File: config.mk
export PLATFORM = sky130hd
export DESIGN_NAME = led_frame_scheduler
export DESIGN_NICKNAME = d
export VERILOG_FILES = /design/src/rtl/led_frame_scheduler.sv
export SDC_FILE = /design/constraint.sdc
export NUM_CORES = 1
export LEC_CHECK = 0
export ABC_AREA = 0
export BUFFER_PORTS_ARGS = -buffer_cell sky130_fd_sc_hd__buf_2
export CAP_MARGIN = 20
export CORE_ASPECT_RATIO = 1.5
export CORE_UTILIZATION = 50
export CTS_CLUSTER_SIZE = 40
export DETAILED_ROUTE_END_ITERATION = 6
export GPL_ROUTABILITY_DRIVEN = 1
export PLACE_DENSITY_LB_ADDON = 0.1
export SLEW_MARGIN = 10
export SYNTH_ARGS = -nofsm -noshare
export SYNTH_HDL_FRONTEND = slang
export SYNTH_SLANG_ARGS = --single-unit
File: constraint.sdc
create_clock -name clk -period 6.35 [get_ports clk]
set_input_delay 0.635 -clock clk [delete_from_list [all_inputs] [get_ports clk]]
set_output_delay 0.635 -clock clk [all_outputs]
set_load 0.05 [all_outputs]
File: src/rtl/led_frame_scheduler.sv
// led_frame_scheduler
//
// Time-shares one SPI-style LED serializer between NSTRAND strands. A strand
// raises its req level; the round-robin arbiter picks one owner, latches its
// LED count and the global brightness, and shifts one complete frame out on
// that strand's mosi bit. The frame is 32 zero bits, then one 32-bit word
// {3'b111, brightness, blue, green, red} per LED, then 32 one bits, MSB first.
//
// Ports
//   clk         system clock, rising edge
//   reset       asynchronous, active-high
//   req         per-strand frame request (level, sampled only while idle)
//   len         per-strand LED count, strand i in bits [5i+4:5i]
//   brightness  global 5-bit brightness, latched at grant
//   pix_rdy     scheduler waiting for the next pixel
//   pix_valid   pixel on pix_data is valid
//   pix_data    {blue, green, red}
//   grant       one-hot owner of the serializer, 0 when idle
//   busy        a frame is in progress
//   done        one-cycle pulse when the frame's last bit completes
//   sck         shared serial clock, idles low
//   mosi        per-strand serial data, only the granted bit can be 1
//
// Pixel handshake: a pixel is transferred on every rising clk edge where
// pix_valid && pix_rdy are both high. pix_rdy is high only while the FSM is in
// FETCH, and it stays high until the transfer happens, so the source may stall
// for any number of cycles; pix_valid outside FETCH has no effect.
//
// Bit timing: each bit holds mosi for DIV cycles with sck low, then DIV cycles
// with sck high. The shift register moves on the high->low transition of sck,
// so mosi only ever changes while sck is low.

module led_frame_scheduler #(
    parameter int NSTRAND = 4,
    parameter int DIV     = 256
) (
    input  logic                   clk,
    input  logic                   reset,
    input  logic [NSTRAND-1:0]     req,
    input  logic [NSTRAND*5-1:0]   len,
    input  logic [4:0]             brightness,
    output logic                   pix_rdy,
    input  logic                   pix_valid,
    input  logic [23:0]            pix_data,
    output logic [NSTRAND-1:0]     grant,
    output logic                   busy,
    output logic                   done,
    output logic                   sck,
    output logic [NSTRAND-1:0]     mosi
);

    localparam int IW = (NSTRAND > 1) ? $clog2(NSTRAND) : 1;
    localparam int DW = (DIV > 1) ? $clog2(DIV) : 1;
    localparam logic [DW-1:0] DIV_LAST = DW'(DIV - 1);
    localparam logic [IW-1:0] LAST_IDX = IW'(NSTRAND - 1);

    typedef enum logic [2:0] {
        IDLE  = 3'd0,
        START = 3'd1,
        FETCH = 3'd2,
        LED   = 3'd3,
        END   = 3'd4
    } state_t;

    state_t        state;
    logic [IW-1:0] rr_ptr;     // highest-priority strand for the next arbitration
    logic [DW-1:0] div_cnt;    // cycles spent in the current sck phase
    logic [4:0]    bit_cnt;    // bit index within the current 32-bit word
    logic [5:0]    word_cnt;   // LED words sent; 6 bits so len=31 cannot wrap
    logic [4:0]    len_q;
    logic [4:0]    bright_q;
    logic [31:0]   shreg;      // shreg[31] is the bit currently on the wire

    // Round-robin arbitration: scan from rr_ptr upward, wrapping at NSTRAND.
    logic               arb_found;
    logic [IW-1:0]      arb_idx;
    logic [NSTRAND-1:0] arb_onehot;
    logic [4:0]         arb_len;

    always_comb begin
        logic [IW-1:0] idx;
        arb_found  = 1'b0;
        arb_idx    = '0;
        arb_onehot = '0;
        arb_len    = '0;
        idx        = rr_ptr;
        for (int off = 0; off < NSTRAND; off++) begin
            if (!arb_found && req[idx]) begin
                arb_found = 1'b1;
                arb_idx   = idx;
            end
            idx = (idx == LAST_IDX) ? '0 : idx + 1'b1;
        end
        for (int i = 0; i < NSTRAND; i++) begin
            if (arb_found && (IW'(i) == arb_idx)) begin
                arb_onehot[i] = 1'b1;
                arb_len       = len[5*i +: 5];
            end
        end
    end

    logic        phase_end;
    logic        last_bit;
    logic [5:0]  word_cnt_nxt;
    logic [31:0] led_word;

    assign phase_end    = (div_cnt == DIV_LAST);
    assign last_bit     = (bit_cnt == 5'd31);
    assign word_cnt_nxt = word_cnt + 6'd1;
    assign led_word     = {3'b111, bright_q, pix_data};

    // grant and shreg are both registers and shreg is cleared whenever the
    // serializer goes idle, so mosi is a clean AND of two flops.
    assign mosi = grant & {NSTRAND{shreg[31]}};

    always_ff @(posedge clk or posedge reset) begin
        if (reset) begin
            state    <= IDLE;
            rr_ptr   <= '0;
            div_cnt  <= '0;
            bit_cnt  <= '0;
            word_cnt <= '0;
            len_q    <= '0;
            bright_q <= '0;
            shreg    <= '0;
            grant    <= '0;
            busy     <= 1'b0;
            done     <= 1'b0;
            sck      <= 1'b0;
            pix_rdy  <= 1'b0;
        end else begin
            done <= 1'b0;
            case (state)
                IDLE: begin
                    if (arb_found) begin
                        state    <= START;
                        grant    <= arb_onehot;
                        busy     <= 1'b1;
                        len_q    <= arb_len;
                        bright_q <= brightness;
                        rr_ptr   <= (arb_idx == LAST_IDX) ? '0 : arb_idx + 1'b1;
                        shreg    <= '0;       // first start bit is on the wire now
                        sck      <= 1'b0;
                        div_cnt  <= '0;
                        bit_cnt  <= '0;
                        word_cnt <= '0;
                    end
                end

                FETCH: begin
                    // sck stays low and mosi keeps the last bit while stalled.
                    if (pix_valid && pix_rdy) begin
                        state   <= LED;
                        pix_rdy <= 1'b0;
                        shreg   <= led_word;
                        div_cnt <= '0;
                        bit_cnt <= '0;
                    end
                end

                default: begin
                    // START, LED and END all shift 32 bits the same way.
                    if (!phase_end) begin
                        div_cnt <= div_cnt + 1'b1;
                    end else begin
                        div_cnt <= '0;
                        if (!sck) begin
                            sck <= 1'b1;
                        end else begin
                            sck <= 1'b0;
                            if (!last_bit) begin
                                bit_cnt <= bit_cnt + 5'd1;
                                shreg   <= shreg << 1;
                            end else begin
                                bit_cnt <= '0;
                                case (state)
                                    START: begin
                                        if (len_q != 5'd0) begin
                                            state   <= FETCH;
                                            pix_rdy <= 1'b1;
                                        end else begin
                                            state <= END;
                                            shreg <= '1;
                                        end
                                    end
                                    LED: begin
                                        word_cnt <= word_cnt_nxt;
                                        if (word_cnt_nxt < {1'b0, len_q}) begin
                                            state   <= FETCH;
                                            pix_rdy <= 1'b1;
                                        end else begin
                                            state <= END;
                                            shreg <= '1;
                                        end
                                    end
                                    default: begin
                                        // last end-frame bit finished its high phase
                                        state <= IDLE;
                                        done  <= 1'b1;
                                        grant <= '0;
                                        busy  <= 1'b0;
                                        shreg <= '0;
                                    end
                                endcase
                            end
                        end
                    end
                end
            endcase
        end
    end

endmodule

Word-level counts from Yosys, hierarchy flattened
Cells that the tools add are included.
{"block": "totals", "register_bits": 74, "inputBits": 56, "word_cells": 174}
{"block": "op_classes", "n_addsub": 7, "magnitude_cmp": 5, "eq_ne": 19, "mux": 91, "bitwise_logic": 3, "reduce_logical": 36}
{"cell": "$mux 32", "n": 7}
{"cell": "$pmux 32 s2", "n": 2}
{"cell": "$mux 5", "n": 9}
{"cell": "$mux 1", "n": 31}
{"cell": "$mux 6", "n": 5}
{"cell": "$mux 8", "n": 3}
{"cell": "$mux 3", "n": 7}
{"cell": "$mux 4", "n": 5}
{"cell": "$reduce_and 6->1", "n": 3}
{"cell": "$mux 2", "n": 8}
{"cell": "$pmux 8 s2", "n": 1}
{"cell": "$reduce_bool 2->1", "n": 7}
{"cell": "$lt 2x3->1 const B", "n": 4}
{"cell": "$pmux 3 s2", "n": 2}
{"cell": "$pmux 6 s2", "n": 1}
{"cell": "$reduce_bool 3->1", "n": 4}
{"cell": "$pmux 5 s2", "n": 1}
{"cell": "$add 2x1->2 const B", "n": 4}
{"cell": "$add 8x1->8 const B", "n": 1}
{"cell": "$bmux 1 s2", "n": 4}
{"cell": "$eq 2x2->1 const B", "n": 4}
{"cell": "$eq 8x8->1 const B", "n": 1}
{"cell": "$logic_and 1x1->1", "n": 8}
{"cell": "$pmux 1 s2", "n": 4}
{"cell": "27 further kinds", "n": 35}

Depth between registers and ports, before layout
Gate-level depths: netlist of run 1.
{"block": "logic_depth", "ltp_word": 18, "depth_mapped": 16, "ltp_nobuf": 14}

Worst setup path before layout of run 1
Ideal clock, no wire load.
{"block": "synth_timing", "path_kind": "flip-flop to flip-flop", "start": "reg rr_ptr[0]", "end": "reg len_q[1]", "setup_ps": 132, "arrival_time_ps": 3007, "setup_slack_ps": 3210, "stages_incl_launch_ff": 17, "period_less_slack_ps": 3140, "cell_sequence": "dfrtp_1 > ha_1 > buf_6 > xor2_2 > o311a_1 > o21a_1 > or3_1 > a32o_1 > inv_1 > ha_1 > clkbuf_1 > nand3b_1 > a21oi_1 > a21oi_1 > o21ai_0 > nand2_1 > o21ai_0"}
{"block": "synth_between", "elab_chain_cells": 18, "word_cells_on_any_way": 44}
{"item": "start: declaration", "line_no": "66", "source": "logic [IW-1:0] rr_ptr;"}
{"item": "start signal: assignment", "line_no": "141", "source": "rr_ptr <= (arb_idx == LAST_IDX) ? '0 : arb_idx + 1'b1;"}
{"item": "branches (longest 18 deep; another with $add 2x1->2)"}
{"item": "end signal: assignment", "line_no": "139", "source": "len_q <= arb_len;"}
{"item": "end: declaration", "line_no": "70", "source": "logic [4:0] len_q;"}
Several ways; the timed one is not identified. The select of a mux whose other input is x is not followed.
A chain may end at the register's enable or synchronous reset.

Worst setup path after layout of run 1
{"block": "layout_timing", "start": "reg rr_ptr[0]", "end": "reg len_q[0]"}
Same word-level chain as after synthesis.

==> results of run 1 <==
==> worst max path at each step <==
stage / from / end / slack (ns) / cells after the start
3_3_place_gp: rr_ptr[0] / len_q[0] / 2.77 / 14
6_report: rr_ptr[0] / len_q[0] / 2.61 / 14
5_1_grt: rr_ptr[0] / len_q[0] / 2.26 / 13
2_1_floorplan: rr_ptr[0] / len_q[1] / 3.21 / 16
4_1_cts: rr_ptr[0] / len_q[0] / 2.62 / 14
3_5_place_dp: rr_ptr[0] / len_q[0] / 2.64 / 14
==> sequential cells by signal (all words and copies together), names as in the netlist <==
| register | count |
|---|---|
| sck | 1 |
| pix_rdy | 1 |
| bit_cnt | 5 |
| bright_q | 5 |
| state | 3 |
| shreg | 32 |
| grant | 4 |
| word_cnt | 6 |
| busy | 1 |
| rr_ptr | 2 |
| done | 1 |
| len_q | 5 |
| div_cnt | 8 |
==> worst register-to-register path, cell delays in order, from the launching register on <==
cell	delay [ns]
dfrtp_1	0.73
ha_1	0.47
xor2_2	0.22
o311a_1	0.33
o21a_1	0.19
or3_1	0.36
a32o_1	0.27
inv_1	0.09
ha_1	0.33
nand3b_1	0.15
a21oi_1	0.07
a21oi_1	0.14
nor2_1	0.05
a21oi_1	0.12
a21oi_1	0.08
==> metal layers <==
metal	GRT usage	up-vias	routed length [um]
met5	0	-	0
met4	0.119	0	224
met3	0.0349	18	323
met2	0.368	83	4490
met1	0.287	1630	4130
li1	-	1639	-
==> placed cells by master (no fill, tap or decap), types with 8 or more instances in the layout <==
cell type,netlist,layout
mux2_2,8,8
inv_1,12,11
and2_1,8,8
clkbuf_16,0,9
a2bb2oi_2,30,30
buf_2,5,67
nand3b_1,8,8
nand3_1,8,8
a22o_1,9,9
o21ai_0,33,33
nand2_1,37,37
a22oi_1,28,28
nor2_1,23,22
ha_1,13,13
a21oi_1,19,18
dfrtp_1,74,74
==> power groups by stage <==
stage	combinational (mW)	sequential [mW]	clock, mW
final	0.0535	0.472	0.539
after global routing	0.0621	0.471	0.571
after CTS	0.0543	0.472	0.555
after detailed placement	0.0538	0.480	0
after global placement	0.0528	0.480	0
after floorplan	0.0283	0.480	0
==> layout make-up <==
type	count	area (um2)
inverters	12	45.0
well taps	105	131
repair buffers	74	388
multi-input cells	291	2220
fillers	720	3150
clock inverters	6	91.3
flip-flops and latches	74	1850
clock buffers	10	229
==> through the flow <==
stage	setup WS (ns)	area (um2)	total power, mW	util
4_1_cts	2.62	4960	1.08	0.611
2_1_floorplan	3.21	4250	0.508	-
6_report	2.61	4960	1.06	0.611
5_1_grt	2.26	4960	1.10	0.611
3_5_place_dp	2.64	4640	0.534	0.572
3_3_place_gp	2.77	4640	0.533	0.572
==> kinds of logic (layout without fill, tap and decap cells) <==
kind of cell / Yosys count / after routing / share of synthesized area
buffers and inverters: 39 / 102 / 0.0448
AOI/OAI and AO/OA: 151 / 151 / 0.305
adders and majority gates: 13 / 13 / 0.0383
xor gates and xnor gates: 5 / 5 / 0.0121
muxes: 10 / 10 / 0.0327
DFF: 74 / 74 / 0.436
and+or+nand+nor: 112 / 112 / 0.132
==> impl_metrics.tcl, run 1 <==
set metrics [dict create \
    postCtsSetupBuffers 0 \
    synth_cell_types 59 \
    p_switching_uw 225 \
    grt_antenna_before_repair 0 \
    syn_avg_cell_area_um2 10.5 \
    vdd.ir_drop.worst_uv 163 \
    p_sw_frac 0.211 \
    finish.net_count 531 \
    combPwrFrac 0.050 \
    period_share 0.588 \
    hp-start "bit_cnt[3]" \
    slowest_stage "dfrtp_1" \
    synth-seq-cells 74 \
    grt_pass1_vias 3241 \
    cp_top_family "compound AO/OA/AOI/OAI gates" \
    port_buffers 67 \
    via_count 3370 \
    holdBufCountCts 0 \
    worstPathCellList "ha_1 -> xor2_2 -> o311a_1 -> o21a_1 -> or3_1 -> a32o_1 -> inv_1 -> ha_1 -> nand3b_1 -> a21oi_1 -> a21oi_1 -> nor2_1 -> a21oi_1 -> a21oi_1" \
    dr.pass1.iters 4 \
    finClkSkew_ns 0.00818 \
    reg2reg_from "rr_ptr[0]" \
    die-height_um 115 \
    slowest_delay_ns 0.73 \
    syn_inst 404 \
    core_mm2 0.00811 \
    ios 68 \
    yosys.cell_count.top_type "dfrtp_1" \
    area_delta_synth_final_pct 16.7 \
    cts_tree "built" \
    whs_ns 0.471 \
    drv_slew 0 \
    timing.reg2reg.setup_slack_ns 2.61 \
    drt-total-wl_mm 9.17 \
    yosysTopAreaCell "dfrtp_1" \
    syn_area_mm2 0.00425 \
    hold_class "flip-flop to flip-flop" \
    std_cell_rows 40 \
    drtAntennaViolNets 0 \
    synth_edf_count 0 \
    drt_drc_violations_left 0 \
    synthFlopType "dfrtp_1" \
    start_kind "flip-flop" \
    wl_per_cell_um 16.0 \
    synthArstFlopShare 1.00 \
    path_buf_inv 1 \
    p_leak_nw 2.25 \
    cp.required_ns 6.55 \
    final_layout_size_suffix_gt1_frac 0.298 \
    synth_warnings 0 \
    seqPwrFrac 0.443 \
    r2r_cells 14 \
    clk_latency_ns 0.33 \
    power.internal_uw 840 \
    ys_top_cells_by_count "dfrtp_1 (74), nand2_1 (37), o21ai_0 (33)" \
    grt_pass1_wl_mm 15.5 \
    grt_usage 0.225 \
    viasPerCell 5.89 \
    end_kind "flip-flop" \
    rsz0062_at_grt "no" \
    grt_max_degree 75 \
    maxCapViolCount 0 \
    crit_arrival_ns 3.94 \
    whs_path_depth 1 \
    fmax_mhz 268 \
    layoutNonFillerInstCount 572 \
    die_w_um 77.3 \
    cts_num_sinks 74 \
    diodes 0 \
    gp_congestion 0.866 \
    die-area_mm2 0.00888 \
    start_util 0.524 \
    r2r-end "len_q[0]" \
    crit_type "flip-flop to flip-flop" \
    synth_area_leaders "dfrtp_1 (44%), a2bb2oi_2 (11%), a22oi_1 (4.9%)" \
    post-place-cells 556 \
    clk_pin_slew_ns 0.06 \
    hold_viol_final 0 \
    cts_inserted_buffers 9 \
    cts_resized 0 \
    ctsLongestPathBuffers 2 \
    pwr-share-clk 0.507 \
    synth_fp_nets 473 \
    worst-path-max-fanout 21 \
    period_needed_ns 3.74 \
    worst_pin_slew_ns 0.933 \
    power.density_mw_per_mm2 215 \
    yosys.area.top_type_share 0.436 \
    setup_viol 0 \
    drtIter0Drc 211 \
    hold_end "bit_cnt[3]" \
    htreeDepth 3 \
    dpl.hpwl_mm 6.27 \
    synth-seq-area-share 0.436 \
    root_buffer "clkbuf_16" \
    overflow 0 \
    tns_ns 0 \
    outcome "finished, final reports clean" \
    cpMostUsedCell "a21oi_1" \
    timing.slew.headroom 0.378 \
]
No activity file was read; power rests on OpenSTA's default activity.
==> run 2, diff against run 1 <==
--- a/config.mk
+++ b/config.mk
@@ -5,7 +5,7 @@
 export SDC_FILE = /design/constraint.sdc
 export NUM_CORES = 1
 export LEC_CHECK = 0
-export ABC_AREA = 0
+export ABC_AREA = 1
 export BUFFER_PORTS_ARGS = -buffer_cell sky130_fd_sc_hd__buf_2
 export CAP_MARGIN = 20
 export CORE_ASPECT_RATIO = 1.5
==> constraint.sdc (replaced) <==
create_clock -name clk -period 3.7 [get_ports clk]
set_input_delay 0.37 -clock clk [delete_from_list [all_inputs] [get_ports clk]]
set_output_delay 0.37 -clock clk [all_outputs]
set_load 0.05 [all_outputs]
==> run 2 against run 1 <==
Compared with the run above:
- the flow now finishes with violations (DRC)
- cell area up 3.6%
- non-clock buffer count is 2 lower
- largest power group is now sequential cells
- die area increased by 5.5%
- total power is 62% higher
- clock power rose by 50%
- sequential power up 72%
==> impl_metrics.tcl, run 2 <==
set metrics [dict create \
    syn_inst 591 \
    ios 68 \
    cts_inserted_buffers 9 \
    hold_viol_final 0 \
    clk_latency_ns 0.34 \
    grt_pass1_vias 3916 \
    cp.required_ns 3.93 \
    synth_area_leaders "dfrtp_1 (41%), nand2_1 (18%), nand3_1 (8.4%)" \
    tns_ns 0 \
    gp_congestion 0.836 \
    drv_slew 0 \
    outcome "finished with violations" \
    mostFrequentLayoutCell "nand2_1" \
    rsz0062_at_grt "no" \
    r2r-end "len_q[0]" \
    finClkSkew_ns 0.00619 \
    largestRegisters "shreg (32), div_cnt (8), word_cnt (6)" \
    worst_pin_slew_ns 0.957 \
    viasPerCell 5.37 \
    largest_reg_flops 32 \
    hold_end "bright_q[0]" \
    dr.pass1.iters 7 \
    cts_resized 0 \
    crit_arrival_ns 3.22 \
    power.density_mw_per_mm2 336 \
    timing.slew.headroom 0.362 \
    die_w_um 79.3 \
    regMostFlops "shreg" \
    drt-total-wl_mm 10.2 \
    syn_area_mm2 0.00449 \
    drtIter0Drc 248 \
    die-height_um 118 \
    final_layout_size_suffix_gt1_frac 0.176 \
    ys_top_cells_by_count "nand2_1 (216), nand3_1 (75), dfrtp_1 (74)" \
    synth_warnings 0 \
    grt_usage 0.233 \
    crit_cells 15 \
    wl_per_cell_um 13.3 \
    std_cell_rows 42 \
    crit_type "flip-flop to flip-flop" \
    finish.net_count 719 \
    holdBufCountCts 0 \
    diodes 0 \
    cts_num_sinks 74 \
    vdd.ir_drop.worst_uv 244 \
    port_buffers 67 \
    synth_fp_nets 660 \
    start_kind "flip-flop" \
    synth-seq-cells 74 \
    final_cell_mix "nand2_1 (216), nand3_1 (75), dfrtp_1 (74)" \
    area_delta_synth_final_pct 14.5 \
    yosys.cell_count.top_type "nand2_1" \
    r2r_cells 15 \
    clk_pin_slew_ns 0.06 \
    htreeDepth 3 \
    cts_tree "built" \
    drtAntennaViolNets 0 \
    p_leak_nw 2.92 \
    syn_avg_cell_area_um2 7.59 \
    synth_edf_count 0 \
    period_needed_ns 2.99 \
    yosys.area.top_type_share 0.413 \
    yosysTopAreaCell "dfrtp_1" \
    grt_max_degree 75 \
    worst-path-max-fanout 11 \
    synthArstFlopShare 1.00 \
    via_count 4105 \
    root_buffer "clkbuf_16" \
    synth-seq-area-share 0.413 \
    ctsLongestPathBuffers 2 \
    dpl.hpwl_mm 6.95 \
    fmax_mhz 334 \
    fin_util 0.585 \
    die-area_mm2 0.00936 \
    timing.reg2reg.setup_slack_ns 0.71 \
    hold_class "input port to flip-flop" \
    reg2reg_from "rr_ptr[0]" \
    whs_path_depth 3 \
    postCtsSetupBuffers 0 \
    end_kind "flip-flop" \
    drt_drc_violations_left 2 \
    slowest_delay_ns 0.52 \
    hp-start "brightness[0]" \
    path_buf_inv 1 \
    overflow 0 \
    worstPathCellList "ha_1 -> inv_1 -> o21ai_1 -> nand3_1 -> nand2_4 -> nand4_1 -> o21ai_0 -> ha_1 -> nor2_1 -> nand3_1 -> nand2_1 -> nand2_1 -> nand2_1 -> nand2_1 -> nand2_1" \
    grt_antenna_before_repair 0 \
    synthFlopType "dfrtp_1" \
    synth_cell_types 32 \
    core_mm2 0.00878 \
    violations "DRC" \
    slowest_stage "dfrtp_1" \
    maxCapViolCount 0 \
    cpMostUsedCell "nand2_1" \
    start_util 0.511 \
    cp_top_family "adder cells" \
    period_share 0.808 \
    setup_viol 0 \
    grt_pass1_wl_mm 17.3 \
]
## run 2: cell types whose count changed in the layout (fill, tap and decap cells not counted), sizes merged, moves of 27 or more
cell | previous run | this run
a2bb2oi | 32 | 0
a22oi | 28 | 0
inv | 12 | 68
nand2 | 37 | 224
a221o | 0 | 27
nand3 | 8 | 77
## run 2: how the worst max path moves through the flow
stage                         start  endpoint  slack [ns]
after global routing      rr_ptr[0]  len_q[0]        0.42
after CTS                 rr_ptr[0]  len_q[4]        0.74
after detailed placement  rr_ptr[0]  len_q[1]        0.77
final                     rr_ptr[0]  len_q[0]        0.71
after global placement    rr_ptr[0]  len_q[4]        0.88
after floorplan           rr_ptr[0]  len_q[0]        1.17
## run 2: final cells by class
class | count | area (um2)
clock buffers | 13 | 260
clock inverters | 2 | 12.5
fillers | 822 | 3640
inverters | 68 | 258
multi-input cells | 425 | 2240
flip-flops and latches | 74 | 1850
well taps | 110 | 138
repair buffers | 72 | 373
## run 2: metrics by stage
| stage | total power [mW] | worst slack, ns | instances | hold slack, ns | cell area [um2] |
|---|---|---|---|---|---|
| 6_report | 1.73 | 0.709 | 764 | 0.224 | 5130 |
| 3_3_place_gp | 0.930 | 0.881 | 749 | 0.455 | 4860 |
| 3_5_place_dp | 0.932 | 0.767 | 749 | 0.459 | 4860 |
| 2_1_floorplan | 0.887 | 1.17 | 591 | 0.442 | 4490 |
| 4_1_cts | 1.74 | 0.737 | 764 | 0.225 | 5130 |
| 5_1_grt | 1.79 | 0.418 | 764 | 0.258 | 5130 |
## run 2: logic make-up after synthesis
group,synth area share
and+or+nand+nor,0.345
buffers and inverters,0.0884
DFF,0.413
AOI/OAI and AO/OA,0.109
adders and majority gates,0.0363
xor gates and xnor gates,0.00781
## run 2: power breakdown
group	total, mW	switching, mW	internal, mW
Sequential	0.810	0	0.810
Combinational	0.108	0.0662	0.0414
Clock	0.809	0.324	0.486
Total	1.73	0.390	1.34
## run 2: worst reg2reg max path, delay by kind of cell (launching register included)
family | cells | cell delay, ns
fa+ha+maj | 2 | 0.89
buf+inv | 1 | 0.12
compound gates | 2 | 0.48
flops | 1 | 0.52
simple gates | 10 | 0.86
## run 2: routing by layer
layer / GRT usage / share of wire / up-vias
li1: - / - / 2050
met1: 0.262 / 0.43 / 1927
met2: 0.423 / 0.51 / 115
met3: 0.0426 / 0.041 / 13
met4: 0.0943 / 0.019 / 0
met5: 0 / 0 / -
==> run 3, diff against run 2 <==
==> constraint.sdc (replaced) <==
create_clock -name clk -period 2.7 [get_ports clk]
set_input_delay 0.27 -clock clk [delete_from_list [all_inputs] [get_ports clk]]
set_output_delay 0.27 -clock clk [all_outputs]
set_load 0.05 [all_outputs]
==> run 3 against run 2 <==
Compared with the run above:
- the flow still finishes with violations (DRC)
- flip-flop and latch count is the same
- global-route usage grew 0.77 points
- fmax grew 18%
- setup slack lost 0.55 ns
- core utilization grew 2.8 points
- total power grew 44%
- critical path depth grew 2
- wire length grew 1.1%
- largest cell class unchanged
- highest routed layer unchanged
==> impl_metrics.tcl, run 3 (synthesized netlist as in run 2, its figures left out) <==
set metrics [dict create \
    core_mm2 0.00878 \
    cp.required_ns 2.97 \
    path_buf_inv 2 \
    clk_pin_slew_ns 0.06 \
    grtUsageMet3 0.0279 \
    dpl.hpwl_mm 7.24 \
    timing.reg2reg.setup_slack_ns 0.16 \
    cp-endpoint "len_q[1]" \
    dr.pass1.iters 6 \
    ios 68 \
    hold_class "input port to flip-flop" \
    cts_tree "built" \
    finish.net_count 733 \
    start_util 0.511 \
    period_needed_ns 2.54 \
    p_leak_nw 3.02 \
    clk_latency_ns 0.33 \
    viasPerCell 5.27 \
    crit_arrival_ns 2.81 \
    crit_cells 17 \
    grt_max_degree 39 \
    cts_inserted_buffers 9 \
    start_kind "flip-flop" \
    whs_ns 0.128 \
    fillers 810 \
    grt_usage 0.241 \
    via_count 4106 \
    hold_viol_final 0 \
    largest_reg_flops 32 \
    regMostFlops "shreg" \
    final_cell_mix "nand2_1 (214), nand3_1 (74), dfrtp_1 (74)" \
    cpMostUsedCell "nand2_1" \
    crit_type "flip-flop to flip-flop" \
    r2r-end "len_q[1]" \
    timing.slew.headroom 0.745 \
    root_buffer "clkbuf_16" \
    gp_congestion 0.843 \
    place_ws_ns -0.0427 \
    die-height_um 118 \
    finClkSkew_ns 0.00494 \
    worstPathCellList "ha_4 -> inv_1 -> o21ai_2 -> nand3_1 -> nand2_4 -> nand4_1 -> nand4_1 -> o21ai_1 -> buf_4 -> ha_4 -> nor2_1 -> nand3_1 -> nand2_1 -> nand2_1 -> nand2_1 -> nand2_1 -> nand2_1" \
    overflow 0 \
    area_delta_synth_final_pct 19.9 \
    r2r_cells 17 \
    slowest_delay_ns 0.42 \
    drt_drc_violations_left 2 \
    grt_antenna_before_repair 0 \
    grt.busiest_layer "met2" \
    grt_pass1_vias 4065 \
    drv_slew 0 \
    outcome "finished with violations" \
    die-area_mm2 0.00936 \
    cp_top_family "simple AND/OR/NAND/NOR gates" \
    ctsLongestPathBuffers 2 \
    maxCapViolCount 0 \
    post-place-cells 757 \
    violations "DRC" \
    vdd.ir_drop.worst_uv 343 \
    largestRegisters "shreg (32), div_cnt (8), word_cnt (6)" \
    drtAntennaViolNets 0 \
    die_w_um 79.3 \
    drtIter0Drc 230 \
    wl_per_cell_um 13.2 \
    final-seq-area_mm2 0.00185 \
    setup_ws_ns 0.162 \
    period_share 0.940 \
    end_kind "flip-flop" \
    port_buffers 67 \
    diodes 0 \
    final_layout_size_suffix_gt1_frac 0.212 \
    mostFrequentLayoutCell "nand2_1" \
    grt_pass1_wl_mm 17.9 \
    setup_viol 0 \
    worst_pin_slew_ns 0.380 \
    fmax_mhz 394 \
    layoutNonFillerInstCount 779 \
    worst-path-max-fanout 11 \
    whs_path_depth 3 \
    power.density_mw_per_mm2 463 \
    slowest_stage "dfrtp_1" \
    reg2reg_from "rr_ptr[1]" \
    cts_num_sinks 74 \
    htreeDepth 3 \
    std_cell_rows 42 \
    startpoint "rr_ptr[1]" \
    met2_usage 0.427 \
    drt-total-wl_mm 10.3 \
    grt_use_met1 0.285 \
    multi_input_area_mm2 0.00232 \
]
[run 3: cell count changes in the layout (fill, tap and decap cells not counted), sizes merged]
cell	before	now
clkbuf	13	11
buf	72	85
bufinv	0	1
clkinv	1	3
dlygate4sd3	0	1
[run 3: what timing repair did]
action | 4_1_cts | 5_1_grt
setup endpoints to repair | 5 | 5
gates resized for setup | 2 | 15
hold endpoints to repair | 14 | 0
setup buffers | 0 | 5
hold buffers | 1 | 0
pin swaps | 0 | 6
[run 3: worst min path at each step]
stage	to	from	slack, ns
6_report	bright_q[0]	brightness[0]	0.13
5_1_grt	bright_q[0]	brightness[0]	0.15
4_1_cts	bright_q[0]	brightness[0]	0.12
3_5_place_dp	grant[0]	reset	0.27
3_3_place_gp	grant[0]	reset	0.26
2_1_floorplan	bright_q[0]	brightness[0]	0.38
[run 3: worst reg2reg max path: stages, from the launching register on]
cell	delay, ns
dfrtp_1	0.42
ha_4	0.31
inv_1	0.10
o21ai_2	0.08
nand3_1	0.13
nand2_4	0.12
nand4_1	0.22
nand4_1	0.17
o21ai_1	0.10
buf_4	0.17
ha_4	0.19
nor2_1	0.10
nand3_1	0.08
nand2_1	0.08
nand2_1	0.04
nand2_1	0.06
nand2_1	0.05
nand2_1	0.05
[run 3: area by class of cell]
class | instances | area share
Multi-Input combinational cell | 425 | 0.431
Sequential cell | 74 | 0.344
Timing Repair Buffer | 86 | 0.0940
Inverter | 68 | 0.0479
Clock buffer | 11 | 0.0470
Tap cell | 110 | 0.0256
Clock inverter | 5 | 0.00977
[run 3: per-layer routing]
layer	part of all wire	vias to the layer above
li1	-	2082
met1	0.43	1930
met2	0.52	81
met3	0.027	13
met4	0.019	0
met5	0	-
[run 3: power breakdown]
group	internal, mW	switching, mW	leakage [nW]	total, mW
registers	1.11	0	0.946	1.11
logic	0.0782	0.0992	1.92	0.177
clock network	0.760	0.443	0.151	1.20
total	1.95	0.542	3.02	2.49
[run 3: per-stage QoR]
stage	cell area [um2]	power [mW]	setup TNS, ns	utilization
after global routing	5380	2.59	-0.136	0.613
after CTS	5270	2.50	0	0.600
after floorplan	4490	1.22	0	-
final	5380	2.49	0	0.613
after detailed placement	4950	1.28	-0.132	0.564
after global placement	4950	1.28	0	0.564
